--- src/rtl/divider_pkg.sv ---
// rtl/divider_pkg.sv - shared types and mode constants for the multi-rate divider
package divider_pkg;

  typedef enum logic [0:0] {
    CFG_IDLE  = 1'b0,
    CFG_APPLY = 1'b1
  } cfg_state_t;

  localparam logic DIV_FREE    = 1'b0;
  localparam logic DIV_ONESHOT = 1'b1;

endpackage

--- src/rtl/div_channel.sv ---
// rtl/div_channel.sv - one divider channel: counter, tick pulse, 50% level, one-shot done
module div_channel
  import divider_pkg::*;
#(
  parameter int CNT_W       = 30,
  parameter int DEFAULT_DIV = 50_000_000
) (
  input  logic             clk,
  input  logic             rst_n,
  input  logic             run,
  input  logic             clear,
  input  logic             load,
  input  logic [CNT_W-1:0] load_div,
  input  logic             load_oneshot,
  output logic             tick,
  output logic             level,
  output logic             done
);

  localparam logic [CNT_W-1:0] ONE     = CNT_W'(1);
  localparam logic [CNT_W-1:0] DEF_DIV = (DEFAULT_DIV == 0) ? ONE : CNT_W'(DEFAULT_DIV);

  logic [CNT_W-1:0] cnt;
  logic [CNT_W-1:0] div;
  logic             mode;
  logic             armed;
  logic [CNT_W-1:0] div_m1;

  // div is held clamped to >=1, so this never underflows
  assign div_m1 = div - ONE;

  always_ff @(posedge clk or negedge rst_n) begin
    if (!rst_n) begin
      cnt   <= '0;
      div   <= DEF_DIV;
      mode  <= DIV_FREE;
      armed <= 1'b1;
      tick  <= 1'b0;
      level <= 1'b0;
      done  <= 1'b0;
    end else if (load || clear) begin
      if (load) begin
        div  <= (load_div == '0) ? ONE : load_div;
        mode <= load_oneshot;
      end
      cnt   <= '0;
      tick  <= 1'b0;
      level <= 1'b0;
      done  <= 1'b0;
      armed <= 1'b1;
    end else if (run && armed) begin
      if (cnt >= div_m1) begin
        cnt   <= '0;
        tick  <= 1'b1;
        level <= ~level;
        if (mode == DIV_ONESHOT) begin
          armed <= 1'b0;
          done  <= 1'b1;
        end
      end else begin
        cnt  <= cnt + ONE;
        tick <= 1'b0;
      end
    end else begin
      tick <= 1'b0;
    end
  end

endmodule

--- src/rtl/multi_rate_divider.sv ---
// rtl/multi_rate_divider.sv - config FSM, shadow registers and channel array
module multi_rate_divider
  import divider_pkg::*;
#(
  parameter int  CNT_W       = 30,
  parameter int  NUM_CH      = 2,
  parameter int  DEFAULT_DIV = 50_000_000,
  localparam int CH_W        = (NUM_CH > 1) ? $clog2(NUM_CH) : 1
) (
  input  logic              clk,
  input  logic              divider_reset_n,
  input  logic              run,
  input  logic              sync_clear,
  input  logic              cfg_valid,
  output logic              cfg_ready,
  input  logic [CH_W-1:0]   cfg_ch,
  input  logic [CNT_W-1:0]  cfg_div,
  input  logic              cfg_oneshot,
  output logic [NUM_CH-1:0] tick,
  output logic [NUM_CH-1:0] level,
  output logic [NUM_CH-1:0] done
);

  cfg_state_t       state;
  logic [CH_W-1:0]  sh_ch;
  logic [CNT_W-1:0] sh_div;
  logic             sh_oneshot;
  logic             accept;

  assign accept = cfg_valid && cfg_ready;

  always_ff @(posedge clk or negedge divider_reset_n) begin
    if (!divider_reset_n) begin
      state      <= CFG_IDLE;
      cfg_ready  <= 1'b1;
      sh_ch      <= '0;
      sh_div     <= '0;
      sh_oneshot <= DIV_FREE;
    end else if (state == CFG_IDLE) begin
      if (accept) begin
        state      <= CFG_APPLY;
        cfg_ready  <= 1'b0;
        sh_ch      <= cfg_ch;
        sh_div     <= cfg_div;
        sh_oneshot <= cfg_oneshot;
      end
    end else begin
      state     <= CFG_IDLE;
      cfg_ready <= 1'b1;
    end
  end

  // An out-of-range sh_ch matches no channel, so that write is simply dropped
  for (genvar i = 0; i < NUM_CH; i++) begin : g_ch
    logic load;
    assign load = (state == CFG_APPLY) && (sh_ch == CH_W'(i));

    div_channel #(
      .CNT_W      (CNT_W),
      .DEFAULT_DIV(DEFAULT_DIV)
    ) u_ch (
      .clk         (clk),
      .rst_n       (divider_reset_n),
      .run         (run),
      .clear       (sync_clear),
      .load        (load),
      .load_div    (sh_div),
      .load_oneshot(sh_oneshot),
      .tick        (tick[i]),
      .level       (level[i]),
      .done        (done[i])
    );
  end

endmodule

--- config.mk ---
export PLATFORM = sky130hd
export DESIGN_NAME = multi_rate_divider
export DESIGN_NICKNAME = d
export VERILOG_FILES = /design/src/rtl/divider_pkg.sv /design/src/rtl/div_channel.sv /design/src/rtl/multi_rate_divider.sv
export SDC_FILE = /design/constraint.sdc
export NUM_CORES = 1
export LEC_CHECK = 0
export CORE_AREA = 10 10 141 143
export CTS_CLUSTER_SIZE = 30
export DETAILED_ROUTE_END_ITERATION = 8
export DIE_AREA = 0 0 151 153
export GPL_TIMING_DRIVEN = 0
export PLACE_DENSITY_LB_ADDON = 0.2
export RECOVER_POWER = 25
export SYNTH_ARGS = -nofsm -noshare
export SYNTH_HDL_FRONTEND = slang
export SYNTH_SLANG_ARGS = --single-unit
export TNS_END_PERCENT = 30
--- constraint.sdc ---
create_clock -name clk -period 10.37 [get_ports clk]
set_input_delay 2.074 -clock clk [delete_from_list [all_inputs] [get_ports clk]]
set_output_delay 2.074 -clock clk [all_outputs]
set_load 0.05 [all_outputs]
Word level (Yosys, flattened, before mapping)

Index checks and enable logic that the tools add are counted.

Logic and storage cells: 90
Register bits after elaboration: 164

Reductions and logical operators: 22
Magnitude comparators: 2
Muxes and demuxes: 39
Bitwise logic cells: 4
$add $sub $neg: 4

Operators by type and width:

| operator                                           | count |
|---|---|
| two-way mux 30 bit                                 | 7 |
| adder 30 x 1 -> 30 bit, second input constant      | 2 |
| greater-or-equal comparator 30 bit                 | 2 |
| subtractor 30 x 1 -> 30 bit, second input constant | 2 |
| two-way mux 1 bit                                  | 32 |
| zero test 30 bit                                   | 1 |
| nonzero test 2 bit                                 | 7 |
| AND reduction 2 bit                                | 5 |
| AND reduction 3 bit                                | 2 |
| logical AND 1 bit                                  | 5 |
| NOT 1 bit                                          | 4 |
| logical OR 1 bit                                   | 2 |

Longest topological paths before layout

Gate-level depths: netlist of the first run.

Depth in word-level cells: 5
Gate-level depth with buffers: 18

Hierarchy

Synthesis of the first run repeated with hierarchy kept, for this count alone.

Cells, all modules: 913
Area, all modules: 9,605.5 um2

By module, submodules not included:

| module             | area an instance (um2) | instances | sequential area each (um2) | cells an instance |
|---|---|---|---|---|
| div_channel        | 4,101.4                | 2         | 1,642.8                    | 419 |
| multi_rate_divider | 1,402.6                | 1         | 852.1                      | 75 |

Least setup slack after synthesis of the first run

Ideal clock, no wire load.

Path kind: flip-flop to flip-flop
Start: register g_ch[1].u_ch.div[5]
End: register g_ch[1].u_ch.cnt[10]
Period minus slack after synthesis: 4,494 ps
Arrival time: 4,422 ps
Data required time: 10,298 ps
Setup slack: 5,876 ps
Buffers on the path: 2
Stages on the path, launching flop included: 18
Path through: dfrtp_1 > or4_4 > or3_4 > or4_1 > clkbuf_1 > nor3_2 > nand2_1 > nor3_1 > xnor2_1 > ha_1 > a21o_1 > a21o_1 > a22oi_1 > nand4_1 > nor3_1 > nor2_1 > clkbuf_1 > nor2_1

Word-level cells in the longest chain between the ends: 5

RTL lines:

| item                               | RTL line          | source |
|---|---|---|
| start: declaration                 | div_channel.sv:24 | `logic [CNT_W-1:0] div;` |
| start signal: assignment           | div_channel.sv:43 | `div <= (load_div == '0) ? ONE : load_div;` |
| subtractor 30 x 1 -> 30 bit        | div_channel.sv:30 | `assign div_m1 = div - ONE;` |
| greater-or-equal comparator 30 bit | div_channel.sv:52 | `if (cnt >= div_m1) begin` |
| two-way mux 30 bit                 | div_channel.sv:52 |  |
| two-way mux 30 bit                 | div_channel.sv:51 | `end else if (run && armed) begin` |
| two-way mux 30 bit                 | div_channel.sv:41 | `end else if (load \|\| clear) begin` |
| end signal: assignment             | div_channel.sv:61 | `cnt <= cnt + ONE;` |
| end: declaration                   | div_channel.sv:23 | `logic [CNT_W-1:0] cnt;` |

No other way between the ends. The select of a mux whose other input is x is not followed.
A chain may end at the register's enable or synchronous reset.

Worst setup path in the final report of the first run

Start: register g_ch[1].u_ch.div[5]
End: register g_ch[1].u_ch.cnt[8]

The elaborated chain is that of the path after synthesis.

==> impl_metrics.py, run 1 <==
metrics = {
    "place": {
        "placedInstanceArea_um2": 10000,
        "port_buffers": 43,
        "detailedPlacementHpwl_mm": 16.0,
        "globalplace.congestion": 0.878,
    },
    "clock_tree": {
        "cts-root-to-sink-buffers": 2,
        "cts_sinks": 164,
        "cts_tree": "yes",
        "clk_root_buffer_cell": "sky130_fd_sc_hd__clkbuf_16",
        "worstSkewPairLatency_ns": 0.42,
        "post_cts_hold_buffer_count": 0,
        "cts-buffers-inserted": 17,
        "post_cts_resized": 0,
        "clock_tree.htree_level_count": 4,
        "clk_pin_slew_worst_paths_ns": 0.07,
        "buffer_count_from_post_cts_setup_fixing": 0,
    },
    "finish": {
        "number_of_inserted_diodes": 0,
        "finish.instance_area_um2": 10700,
        "syn_to_final_growth_pct": 14.9,
        "layout-drive-gt1-share": 0.0995,
        "final.fill_count": 1500,
        "nNetsFinal": 1173,
    },
    "timing": {
        "report.final.setup_viol": 0,
        "hold_viol": 0,
        "fin_crit_ns": 5.69,
        "finClkSkew_ns": 0.00793,
        "report.final.slew_viol_count": 54,
        "rsz_0062_raised_after_global_routing": "no",
        "slew_of_the_pin_with_the_lowest_slew_margin_ns": 3.01,
        "maxSlewHeadroom": -1.01,
        "fin_crit_sh": 0.549,
        "max_clock_freq_mhz": 176,
        "fin_setup_tns_ns": 0,
    },
    "logic_synthesis": {
        "yosysWarningCount": 0,
        "syn-cell-area_um2": 9270,
        "synth_nets": 1110,
        "ys_ff_latch": 164,
        "sequential_element_share_of_the_synthesized_area": 0.446,
        "syn_area_per_cell_um2": 9.19,
        "synth_edf_count": 0,
        "dominantRegCellSynth": "sky130_fd_sc_hd__dfrtp_1",
        "synth-async-reset-ratio": 1.00,
        "count_of_cell_types_in_the_netlist": 49,
        "synthesis.instances": 1009,
    },
    "floorplanning": {
        "num_io_pins": 44,
        "floorplan.initialDensity": 0.544,
        "dieArea_um2": 23100,
        "core_area_um2": 17100,
        "die_y_um": 153,
        "rows": 48,
        "floorplan.die.width_um": 151,
    },
    "global_routing": {
        "grt_remaining_overflow": 0,
        "antenna_found_initial": 0,
        "grt_pass1_wl_mm": 36.2,
        "grtUsageTotal": 0.193,
        "via_count_of_the_first_global_routing_pass": 7162,
        "grt_max_degree": 112,
    },
    "routing": {
        "routedWlPerCell_um": 16.4,
        "antenna_violating_nets_post_route": 0,
        "drc": 0,
        "route.detailed.vias_per_inst": 5.58,
        "detailroute.via_count": 7316,
        "wirelength_mm": 21.5,
        "drt-pass1-iter-count": 5,
        "detailedRoute.firstIterationViolations": 447,
    },
    "critical_path": {
        "worst_path_dominant_cell_family": "simple AND/OR/NAND/NOR gates",
        "worstPathBufferInverterCount": 2,
        "cp_startpoint_kind": "flip-flop",
        "delay_contributed_by_the_slowest_stage_of_the_critical_path_ns": 0.63,
        "crit_path_top_delay_cell": "sky130_fd_sc_hd__nor4_1",
        "path_class": "reg -> reg",
        "worstPathArrival_ns": 5.98,
        "crit_path_end_kind": "flip-flop",
        "critical_path_required_ns": 10.66,
        "critical_path.cell_chain": "or4_4 > or3_4 > or4_1 > clkbuf_1 > nor3_2 > nand2_1 > nor3_1 > xnor2_1 > ha_1 > nand4_1 > nor4_1 > nand4_1 > nand4_1 > nor3_1 > nor2_1 > clkbuf_1 > nor2_1",
        "critical_path_fanout_max": 10,
        "critical_path.most_common_cell": "sky130_fd_sc_hd__nand4_1",
    },
    "status": {
        "violations": "max-capacitance violations, max-slew violations",
        "run_status": "finished, violations left",
    },
    "pwr": {
        "pwr_density_cell_nw_per_um2": 130,
        "peakVddDrop_v": 0.000121,
        "total_leakage_power_nw": 5.44,
    },
    "run": {
        "maxCapViolCount": 1,
    },
    "worst_hold_path": {
        "hold_class": "reg -> reg",
    },
}
routing by layer:
| layer | share of wire | up-vias | GRT usage |
|---|---|---|---|
| met5 | 0 | - | 0 |
| met4 | 0.013 | 0 | 0.0527 |
| met3 | 0.058 | 29 | 0.0455 |
| met2 | 0.44 | 176 | 0.278 |
| met1 | 0.49 | 3531 | 0.283 |
| li1 | - | 3580 | - |
stage by stage:
| stage | cells | setup WS (ns) | total power [mW] | utilization | hold WS (ns) |
|---|---|---|---|---|---|
| after global routing | 1310 | 4.25 | 1.42 | 0.624 | 0.505 |
| after global placement | 1277 | 0.464 | 0.707 | 0.585 | 0.464 |
| final | 1310 | 4.68 | 1.38 | 0.624 | 0.484 |
| after CTS | 1310 | 4.71 | 1.39 | 0.625 | 0.484 |
| after floorplan | 1009 | 5.88 | 0.674 | - | 0.450 |
| after detailed placement | 1278 | 4.78 | 0.709 | 0.587 | 0.475 |
area by class of cell:
class                   instances  area, um2  share of cell area
repair buffers                 44        452              0.0424
clock buffers                  20        467              0.0438
plain buffers                  37        169              0.0159
flip-flops and latches        164       4140               0.389
clock inverters                12        178              0.0167
well taps                     225        282              0.0264
inverters                      15       56.3             0.00529
multi-input cells             793       4910               0.461
sequential cells by signal, summed over array words and instances, names as in the netlist, 2 cells and up:
name             flops
sh_div              30
g_ch.u_ch.armed      2
g_ch.u_ch.mode       2
g_ch.u_ch.div       60
g_ch.u_ch.done       2
g_ch.u_ch.tick       2
g_ch.u_ch.cnt       60
g_ch.u_ch.level      2
synthesized netlist by cell type, drive strengths merged, types with 2 or more instances:
master  count  area share
a211o       3      0.0028
a211oi      3      0.0024
a21o        7      0.0057
a21oi      30       0.016
a221oi      2      0.0019
a41oi       2      0.0019
and3       15       0.010
and4       11       0.010
buf        12      0.0081
clkbuf     25       0.010
dfrtp     137        0.37
dfstp      27       0.077
ha         64       0.086
inv        15      0.0061
mux2       30       0.036
nand2     248        0.10
nand2b      9      0.0069
nand3      37       0.020
nand3b      5      0.0040
nand4      26       0.018
nor2       95       0.039
nor2b       6      0.0040
nor3       27       0.016
nor3b       2      0.0016
nor4       22       0.015
o211ai      3      0.0024
o21a        2      0.0016
o21ai      19       0.010
or2         2      0.0013
or3         5      0.0039
or4         7      0.0065
xnor2      47       0.044
xor2       55       0.052
layout by cell type, fill, tap and decap left out, types with 4 or more instances in the layout:
cell type and count:
sky130_fd_sc_hd__ha_1 64, sky130_fd_sc_hd__clkinvlp_4 4, sky130_fd_sc_hd__xor2_1 55, sky130_fd_sc_hd__and3_1 15, sky130_fd_sc_hd__buf_4 6, sky130_fd_sc_hd__nand2b_1 8, sky130_fd_sc_hd__nand3_1 37, sky130_fd_sc_hd__mux2_2 30
sky130_fd_sc_hd__nand2_1 248, sky130_fd_sc_hd__nor4_1 22, sky130_fd_sc_hd__nand3b_1 5, sky130_fd_sc_hd__a21o_1 7, sky130_fd_sc_hd__or4_1 5, sky130_fd_sc_hd__inv_1 15, sky130_fd_sc_hd__nor3_1 24, sky130_fd_sc_hd__dfrtp_1 137
sky130_fd_sc_hd__and4_1 11, sky130_fd_sc_hd__clkbuf_1 29, sky130_fd_sc_hd__a21oi_1 30, sky130_fd_sc_hd__nor2_1 93, sky130_fd_sc_hd__nor2b_1 6, sky130_fd_sc_hd__nand4_1 26, sky130_fd_sc_hd__clkdlybuf4s50_1 42, sky130_fd_sc_hd__or3_1 4
sky130_fd_sc_hd__dfstp_2 27, sky130_fd_sc_hd__o21ai_0 19, sky130_fd_sc_hd__clkbuf_16 17, sky130_fd_sc_hd__xnor2_1 47, sky130_fd_sc_hd__bufinv_16 4
worst paths after layout:
kind                                      startpoint  depth (start not counted)  slack [ns]                   end
worst max-delay path             g_ch[1].u_ch.div[5]                         17        4.68   g_ch[1].u_ch.cnt[8]
worst min-delay path            g_ch[0].u_ch.div[17]                          2        0.48  g_ch[0].u_ch.div[17]
worst max register to register   g_ch[1].u_ch.div[5]                         17        4.68   g_ch[1].u_ch.cnt[8]
worst min register to register  g_ch[0].u_ch.div[17]                          2        0.48  g_ch[0].u_ch.div[17]
max in group asynchronous            divider_reset_n                          1        6.04  g_ch[1].u_ch.cnt[11]
min in group asynchronous            divider_reset_n                          1        2.64  g_ch[1].u_ch.cnt[24]
where the power goes:
part	internal (mW)	switching (mW)
clock	0.422	0.262
combinational	0.0194	0.0287
sequential	0.643	0.00456
worst reg2reg max path: stages, from the launching register on:
cell and delay, ns:
sky130_fd_sc_hd__dfrtp_1 0.44, sky130_fd_sc_hd__or4_4 0.56, sky130_fd_sc_hd__or3_4 0.36, sky130_fd_sc_hd__or4_1 0.48, sky130_fd_sc_hd__clkbuf_1 0.20, sky130_fd_sc_hd__nor3_2 0.26
sky130_fd_sc_hd__nand2_1 0.16, sky130_fd_sc_hd__nor3_1 0.25, sky130_fd_sc_hd__xnor2_1 0.11, sky130_fd_sc_hd__ha_1 0.30, sky130_fd_sc_hd__nand4_1 0.15, sky130_fd_sc_hd__nor4_1 0.63
sky130_fd_sc_hd__nand4_1 0.26, sky130_fd_sc_hd__nand4_1 0.21, sky130_fd_sc_hd__nor3_1 0.18, sky130_fd_sc_hd__nor2_1 0.46, sky130_fd_sc_hd__clkbuf_1 0.46, sky130_fd_sc_hd__nor2_1 0.11
logic make-up (layout without fill, tap and decap cells):
kind of cell / after synthesis / after routing / share of synthesized area
fa+ha+maj: 64 / 64 / 0.0864
simple gates: 519 / 519 / 0.258
mux: 30 / 30 / 0.0364
flops: 164 / 164 / 0.446
xor+xnor: 102 / 102 / 0.0963
buf+inv: 52 / 128 / 0.0243
compound gates: 78 / 78 / 0.0520
Power figures use the tool's default switching activity.
==> inputs of run 2 (changes only) <==
Clock period 10.37 ns to 5.2 ns, I/O delays scaled along.
==> run 2 against run 1 <==
  * The run still ends with max-capacitance violations, max-slew violations left
  * Maximum frequency up 18%
  * Wire length up 0.18%
  * Register-to-register slack got worse by 4.3 ns
  * Clock skew hardly changed
  * Via count is 0.49% lower
  * Clock power is 99% higher
  * Power is 99% higher
  * Clock-buffer cell count stayed put
  * Die area did not move
  * Combinational power increased by 98%
  * First-iteration DRC count is 0.45% higher
  * Sequential power grew 99%
  * Critical endpoint is now g_ch[0].u_ch.cnt[9]
  * Highest routed layer unchanged
==> impl_metrics.py, run 2 (same netlist as run 1, synthesis figures left out) <==
metrics = {
    "worst_hold_path": {
        "hold_class": "reg -> reg",
        "holdCritStartpoint": "g_ch[0].u_ch.div[17]",
        "whs_endpoint": "g_ch[0].u_ch.div[17]",
        "hold_path_depth": 2,
    },
    "critical_path": {
        "worstPathArrival_ns": 5.13,
        "crit_path_top_delay_cell": "sky130_fd_sc_hd__or4_1",
        "worstReg2RegEnd": "g_ch[0].u_ch.cnt[9]",
        "delay_contributed_by_the_slowest_stage_of_the_critical_path_ns": 0.51,
        "critical_path_fanout_max": 10,
        "crit_path_end_kind": "flip-flop",
        "critical_path.cell_chain": "nor3_1 > and3_1 > nand3_1 > or4_1 > nor4_1 > xnor2_1 > ha_1 > nand4_1 > nor4_1 > inv_1 > nor3_1 > a211oi_2 > nor2_1 > clkbuf_1 > nor2_1",
        "rr_startpoint": "g_ch[0].u_ch.div[2]",
        "rr_worst_depth": 15,
        "worst-r2r-setup-slack_ns": 0.36,
        "cp_startpoint_kind": "flip-flop",
        "path_class": "reg -> reg",
        "worst_path_dominant_cell_family": "simple AND/OR/NAND/NOR gates",
        "worstPathBufferInverterCount": 2,
        "critical_path_required_ns": 5.50,
    },
    "timing": {
        "max_clock_freq_mhz": 207,
        "fin_setup_tns_ns": 0,
        "hold_viol": 0,
        "maxSlewHeadroom": -0.917,
        "slew_of_the_pin_with_the_lowest_slew_margin_ns": 2.87,
        "fin_crit_ns": 4.84,
        "report.final.setup_viol": 0,
        "finClkSkew_ns": 0.00754,
        "fin_crit_sh": 0.930,
        "report.final.slew_viol_count": 55,
    },
    "floorplanning": {
        "num_io_pins": 44,
        "floorplan.die.width_um": 151,
        "rows": 48,
        "die_y_um": 153,
        "floorplan.initialDensity": 0.544,
        "dieArea_um2": 23100,
        "core_area_um2": 17100,
    },
    "global_routing": {
        "grt_remaining_overflow": 0,
        "antenna_found_initial": 0,
        "grtUsageTotal": 0.194,
        "grt_pass1_wl_mm": 36.3,
        "via_count_of_the_first_global_routing_pass": 7167,
        "grt_max_degree": 112,
    },
    "finish": {
        "nNetsFinal": 1173,
        "registers_with_the_highest_flip_flop_counts": "g_ch.u_ch.cnt (60), g_ch.u_ch.div (60), sh_div (30)",
        "number_of_inserted_diodes": 0,
        "syn_to_final_growth_pct": 15.4,
        "final_cell_mix": "248 x sky130_fd_sc_hd__nand2_1, 137 x sky130_fd_sc_hd__dfrtp_1, 92 x sky130_fd_sc_hd__nor2_1",
        "layout-drive-gt1-share": 0.109,
        "final_core_utilization": 0.627,
        "final_common_cell": "sky130_fd_sc_hd__nand2_1",
        "finish.instance_area_um2": 10700,
    },
    "clock_tree": {
        "post_cts_hold_buffer_count": 0,
        "cts_tree": "yes",
        "clock_tree.htree_level_count": 4,
        "cts-buffers-inserted": 17,
        "worstSkewPairLatency_ns": 0.43,
        "cts_sinks": 164,
        "clk_root_buffer_cell": "sky130_fd_sc_hd__clkbuf_16",
        "buffer_count_from_post_cts_setup_fixing": 0,
        "cts-root-to-sink-buffers": 2,
        "clk_pin_slew_worst_paths_ns": 0.07,
    },
    "routing": {
        "drc": 0,
        "detailedRoute.firstIterationViolations": 449,
        "drt-pass1-iter-count": 7,
        "wirelength_mm": 21.6,
        "detailroute.via_count": 7280,
        "antenna_violating_nets_post_route": 0,
        "route.detailed.vias_per_inst": 5.56,
        "routedWlPerCell_um": 16.5,
    },
    "status": {
        "run_status": "finished, violations left",
        "violations": "max-capacitance violations, max-slew violations",
    },
    "run": {
        "maxCapViolCount": 1,
    },
    "pwr": {
        "peakVddDrop_v": 0.000242,
        "total_leakage_power_nw": 5.48,
        "pwr_density_cell_nw_per_um2": 257,
    },
    "place": {
        "globalplace.congestion": 0.878,
        "placedInstanceArea_um2": 10000,
        "detailedPlacementHpwl_mm": 16.0,
        "port_buffers": 43,
    },
}
[run 2: final cells by class]
class                           instances  area [um2]
Buffer                                 37         175
Clock buffer                           20         467
Clock inverter                         12         178
Fill cell                            1493        6360
Inverter                               15        56.3
Multi-Input combinational cell        793        4970
Sequential cell                       164        4140
Tap cell                              225         282
Timing Repair Buffer                   44         432
[run 2: worst max path at each step]
stage                              from                    to  slack, ns  cells past startpoint
finish              g_ch[0].u_ch.div[2]   g_ch[0].u_ch.cnt[9]       0.36                     15
global placement        divider_reset_n  g_ch[0].u_ch.cnt[24]      -3.67                      1
global route        g_ch[0].u_ch.div[3]   g_ch[0].u_ch.cnt[9]      -0.02                     16
floorplan           g_ch[1].u_ch.div[5]  g_ch[1].u_ch.cnt[10]       0.71                     17
CTS                 g_ch[1].u_ch.div[5]   g_ch[1].u_ch.cnt[8]       0.06                     17
detailed placement  g_ch[1].u_ch.div[5]   g_ch[1].u_ch.cnt[8]      -0.39                     17
[run 2: timing repair]
item                                    CTS  global route
endpoints found under the setup margin   35            54
pin swaps                                 0             1
gates resized for setup                   6            12
[run 2: where the power goes]
group	switching [mW]	total, mW	internal, mW
sequential	0.00902	1.29	1.28
clock	0.522	1.36	0.842
combinational	0.0573	0.0953	0.0380
total	0.588	2.75	2.16
[run 2: stage by stage]
step	hold WS [ns]	cells	total power, mW	setup WS (ns)
2_1_floorplan	0.450	1009	1.34	0.706
3_3_place_gp	0.464	1277	1.41	-3.67
3_5_place_dp	0.475	1278	1.41	-0.386
4_1_cts	0.484	1310	2.77	0.0577
5_1_grt	0.505	1310	2.83	-0.0231
6_report	0.482	1310	2.75	0.363
[run 2: per-layer routing]
metal / track usage / wire (um) / up-vias
met5: 0 / 0 / -
met4: 0.0527 / 275 / 0
met3: 0.0455 / 1200 / 25
met2: 0.278 / 9390 / 148
met1: 0.283 / 10700 / 3530
li1: - / - / 3577
[run 2: worst min-delay path: cells and delay by family (launching register included)]
family | cells | cell delay, ns
and+or+nand+nor | 2 | 0.11
DFF | 1 | 0.38
==> inputs of run 3 (changes only) <==
Settings changed: CTS_CLUSTER_DIAMETER from default to 30.
==> results of run 3 <==
No change in the layout: final DEF, timing and power equal those of run 2.
